[src/rtl/fifo_pkg.sv]
// Shared pointer helpers for both sides of the dual-clock FIFO.
// The conversions work at 32 bits, so any narrower pointer can be zero-extended into them.
package fifo_pkg;

  function automatic int depth_of(input int size);
    return 1 << (size - 1);
  endfunction

  function automatic logic [31:0] bin2gray(input logic [31:0] bin);
    return bin ^ (bin >> 1);
  endfunction

  function automatic logic [31:0] gray2bin(input logic [31:0] gray);
    logic [31:0] bin;
    bin[31] = gray[31];
    for (int i = 30; i >= 0; i--) begin
      bin[i] = bin[i+1] ^ gray[i];
    end
    return bin;
  endfunction

endpackage

[src/rtl/full_gen_gray_to_binary.sv]
// Combinational Gray-to-binary conversion (XOR prefix from the MSB down).
module gray_to_binary #(
  parameter int SIZE = 4
) (
  input  logic [SIZE-1:0] gray,
  output logic [SIZE-1:0] bin
);

  always_comb begin
    bin = '0;
    bin[SIZE-1] = gray[SIZE-1];
    for (int i = SIZE - 2; i >= 0; i--) begin
      bin[i] = bin[i+1] ^ gray[i];
    end
  end

endmodule

[src/rtl/full_gen.sv]
// Write-side pointer and flag generator for the dual-clock FIFO.
// It synchronises the read Gray pointer and produces the full, almost-full and overflow flags.
module full_gen
  import fifo_pkg::*;
#(
  parameter int SIZE               = 4,
  parameter int ALMOST_FULL_MARGIN = 2
) (
  input  logic            write_clock,
  input  logic            reset_n,
  input  logic            write_enable,
  input  logic [SIZE-1:0] read_gray_pointer,
  output logic [SIZE-1:0] write_count,
  output logic [SIZE-1:0] write_gray,
  output logic            write_accept,
  output logic            full_flag,
  output logic            almost_full_flag,
  output logic            overflow_flag
);

  localparam int DEPTH = depth_of(SIZE);
  localparam logic [SIZE-1:0] AF_LEVEL = SIZE'(DEPTH - ALMOST_FULL_MARGIN);

  logic [SIZE-1:0] rsync1, rsync2, rbin;
  logic [SIZE-1:0] wbin_next, wgray_next, level_next, full_gray;

  gray_to_binary #(.SIZE(SIZE)) u_gray_to_binary (
    .gray (rsync2),
    .bin  (rbin)
  );

  always_comb begin
    write_accept = write_enable & ~full_flag;
    wbin_next    = write_count + SIZE'(write_accept);
    wgray_next   = SIZE'(bin2gray(32'(wbin_next)));
    // Full when the write pointer is one lap ahead: top two Gray bits inverted.
    full_gray    = {~rsync2[SIZE-1:SIZE-2], rsync2[SIZE-3:0]};
    level_next   = wbin_next - rbin;
  end

  always_ff @(posedge write_clock) begin
    if (!reset_n) begin
      write_count      <= '0;
      write_gray       <= '0;
      rsync1           <= '0;
      rsync2           <= '0;
      full_flag        <= 1'b0;
      almost_full_flag <= 1'b0;
      overflow_flag    <= 1'b0;
    end else begin
      write_count      <= wbin_next;
      write_gray       <= wgray_next;
      rsync1           <= read_gray_pointer;
      rsync2           <= rsync1;
      full_flag        <= (wgray_next == full_gray);
      almost_full_flag <= (level_next >= AF_LEVEL);
      overflow_flag    <= overflow_flag | (write_enable & full_flag);
    end
  end

endmodule

[config.mk]
export PLATFORM = sky130hd
export DESIGN_NAME = full_gen
export DESIGN_NICKNAME = d
export VERILOG_FILES = /design/src/rtl/fifo_pkg.sv /design/src/rtl/full_gen_gray_to_binary.sv /design/src/rtl/full_gen.sv
export SDC_FILE = /design/constraint.sdc
export NUM_CORES = 1
export LEC_CHECK = 0
export ABC_AREA = 1
export CORE_MARGIN = 2
export CORE_UTILIZATION = 53
export CTS_CLUSTER_DIAMETER = 30
export DETAILED_ROUTE_END_ITERATION = 16
export PLACE_DENSITY = 0.84
export SYNTH_ARGS = -nofsm -noshare
export SYNTH_HDL_FRONTEND = slang
export SYNTH_HIERARCHICAL = 1
export SYNTH_SLANG_ARGS = --single-unit
[constraint.sdc]
create_clock -name write_clock -period 6.9 [get_ports write_clock]
set_clock_uncertainty 0.05 [all_clocks]
set_input_delay 2.07 -clock write_clock [delete_from_list [all_inputs] [get_ports write_clock]]
set_output_delay 2.07 -clock write_clock [all_outputs]
set_load 0.02 [all_outputs]
==> reports/summary.log <==
INFO  setup_path     critPathTopFamily=buffers and inverters
INFO  die            floorplan.die.width=45.7µm
INFO  global_route   grt_antenna_before_repair=0
INFO  global_route   use_met1=0.203
INFO  setup_path     startpoint_class=input pin
INFO  job            max-cap-violations=0
INFO  setup_path     crit_path_max_fanout=2
INFO  placement      port-buffer-count=18
INFO  global_route   busiest_layer=met2
INFO  detailed_routing drt_iter0_markers=16
INFO  clock_network  clockBufferDepth=2
INFO  yosys          synth_largest_area_cell=dfxtp_1
INFO  global_route   met3_usage=0.0476
INFO  clock_network  tritoncts.num_buffers=3
INFO  clock_network  cts.clk_slew.worst_paths=0.10ns
INFO  setup_path     worstPathRequired=4.78ns
INFO  final_layout   mostFrequentLayoutCells=nand2_1 (33), inv_1 (31), dfxtp_1 (18), clkdlybuf4s50_1 (18), nand3_1 (14)
INFO  yosys          synth.cell_area=923µm²
INFO  clock_network  post_cts.repair.setup_buffers=0
INFO  global_route   number_of_global_route_vias_before_repair=778
INFO  yosys          synth-warning-count=6
INFO  detailed_routing detail_route.drc_violations=0
INFO  final_layout   stdcell_area=1140µm²
INFO  setup_path     cpPeakStageDelay=0.63ns
INFO  placement      gp_congestion=0.785
INFO  yosys          post_synth_inst_count=132
INFO  placement      dpl_cell_area=1110µm²
INFO  die            start_util=0.547
INFO  setup_path     timing.rr.end=almost_full_flag$_SDFF_PN0_
INFO  worst_hold_path hp-class=flop to flop
INFO  final_layout   diodes=0
INFO  global_route   first_pass_grt_wire_length=2940µm
INFO  clock_network  clock-root-buffer=clkbuf_4
INFO  setup_path     cpMaxStageDelayCell=clkdlybuf4s50_1
INFO  setup_path     internal_reg_to_reg_setup_slack=4.65ns
INFO  final_layout   nets=165
INFO  die            die_h=45.7µm
INFO  timing         worst-slew-pin-transition=0.369ns
INFO  setup_path     cp_common_cell=clkdlybuf4s50_1
INFO  timing         timing.final.crit_share=0.791
INFO  setup_path     logic_depth_of_the_worst_register_to_register_path=13
INFO  power_and_ir_drop power.leakage=0.592nW
INFO  timing         finalSetupViolations=0
INFO  yosys          post_synthesis_area_per_instance=7.00µm²
INFO  yosys          synthDistinctLibCells=17
INFO  detailed_routing postRouteAntennaNets=0
INFO  setup_path     path_buf_inv=3
INFO  worst_hold_path worstHoldStart=rsync1[2]$_SDFF_PN0_
INFO  detailed_routing drtPass1Iterations=4
INFO  detailed_routing routed_wl_per_cell=10.4µm
INFO  setup_path     timing.rr.start=full_flag$_SDFF_PN0_
INFO  detailed_routing totalWireLength=1750µm
INFO  global_route   grt_overflow_total=0
INFO  worst_hold_path holdPathEnd=rsync2[2]$_SDFF_PN0_
INFO  timing         final_max_slew_viol_count=0
INFO  clock_network  tritoncts=done
INFO  power_and_ir_drop power.density_cell_area=206nW/µm²
INFO  timing         rsz0062_at_grt=false
INFO  die            site_row_count=15
INFO  run_status     outcome=completed
INFO  setup_path     critical_path.endpoint_type=output pin
INFO  timing         max_freq=0.183GHz
INFO  clock_network  cts_sinks=18
INFO  die            placeableCoreArea=1690µm²
INFO  timing         fin_setup_tns=0ns
INFO  global_route   globalRouteMet2Util=0.375
INFO  yosys          synth.ff_latch_count=18
INFO  detailed_routing vias_per_cell=4.97
INFO  setup_path     worstSetupPathType=input pin to output pin
INFO  setup_path     timing.critical_path.arrival=3.34ns
INFO  timing         finalWorstPathRequiredPeriod=5.46ns
INFO  placement      dp.final_hpwl=1440µm
INFO  die            die_area=2090µm²
INFO  final_layout   mostFrequentLayoutCell=nand2_1
INFO  clock_network  clk_latency=0.29ns
INFO  setup_path     path_cells=clkdlybuf4s50_1 > inv_1 > nor2_1 > clkdlybuf4s50_1
INFO  yosys          synth_top_area_frac=0.390
INFO  timing         timing.slew.headroom=0.753
INFO  final_layout   fraction_of_final_layout_cells_with_drive_strength_greater_than_1=0.0861
INFO  yosys          ys_seq_area_frac=0.390
INFO  worst_hold_path hold-path-cell-count=2
INFO  final_layout   synthToLayoutAreaGrowth=23.7%
INFO  clock_network  ctsHtreeMaxLevel=1
INFO  yosys          netlist_top_cells_area=dfxtp_1 (39%), nand2_1 (13%), inv_1 (13%)
INFO  power_and_ir_drop ir_worst_vdd=0.000182V
INFO  clock_network  postCtsResizedCells=0
INFO  detailed_routing via_count=835
INFO  global_route   global_route.usage.total=0.201
INFO  global_route   largest_net_degree_at_the_start_of_global_routing=13
INFO  clock_network  postCtsHoldBufs=0
INFO  yosys          synth_nets=145
INFO  timing         final-hold-violation-count=0
INFO  die            io-pin-count=19
-- cells by family after synthesis --
group / synth area share
and+or+nand+nor: 0.332
buffers and inverters: 0.150
DFF: 0.390
AOI/OAI and AO/OA: 0.0379
adders and majority gates: 0.0894
-- flip-flops by register name (all words and copies together), names as in the netlist --
register,cells
almost_full_flag,1
full_flag,1
overflow_flag,1
rsync1,4
rsync2,4
write_count,4
write_gray,3
-- report_power, final --
group / switching [mW] / internal, mW / total (mW) / leakage [nW]
combinational: 0.0322 / 0.0253 / 0.0575 / 0.423
sequential: 0.00360 / 0.110 / 0.114 / 0.148
clock: 0.0323 / 0.0322 / 0.0645 / 0.0210
total: 0.0681 / 0.168 / 0.236 / 0.592
-- worst reg2reg max path: stages (launching register included) --
cell     delay, ns
dfxtp_1       0.34
nor2_1        0.16
ha_1          0.23
ha_1          0.20
inv_1         0.05
nand2_1       0.12
nand2_4       0.08
ha_1          0.32
a21oi_1       0.21
nand3_1       0.12
nand3_1       0.10
nand2_1       0.05
nor2_1        0.09
nor2_1        0.04
-- how the worst max path moves through the flow --
| stage | from | endpoint | slack [ns] | cells after the start |
|---|---|---|---|---|
| after floorplan | write_enable | write_accept | 2.38 | 2 |
| after global placement | write_enable | write_accept | 1.47 | 4 |
| after detailed placement | write_enable | write_accept | 1.44 | 4 |
| after CTS | write_enable | write_accept | 1.44 | 4 |
| after global routing | write_enable | write_accept | 1.40 | 4 |
| final | write_enable | write_accept | 1.44 | 4 |
-- synth_stat cells --
cell type	n
nand3_1	14
ha_1	5
nor2_1	9
clkbuf_1	1
nand4_1	1
dfxtp_1	18
o21ai_0	1
fa_1	1
nand2_2	4
nand3_2	3
and2_1	1
inv_2	1
buf_4	2
nand2_4	1
inv_1	31
nand2_1	33
a21oi_1	6
-- metal layers --
metal  wire [µm]  vias up
met2         924       18
li1            -      437
met5           0        -
met1         709      373
met4          38        0
met3          74        7
-- final cells by class --
type	count	area, µm²
fill	145	547
multi-input combinational	79	424
sequential	18	360
timing repair buffer	18	180
inverter	32	120
clock buffer	4	36.3
tap	17	21.3
-- per-stage QoR --
| stage | power, mW | util | setup slack (ns) | cells | hold WS, ns |
|---|---|---|---|---|---|
| CTS | 0.237 | 0.676 | 1.44 | 168 | 0.379 |
| global placement | 0.170 | 0.655 | 1.47 | 164 | 0.343 |
| global route | 0.249 | 0.676 | 1.40 | 168 | 0.385 |
| detailed placement | 0.174 | 0.655 | 1.44 | 164 | 0.355 |
| floorplan | 0.154 | - | 2.38 | 132 | 0.340 |
| finish | 0.236 | 0.676 | 1.44 | 168 | 0.375 |
Power figures use the tool's default switching activity.
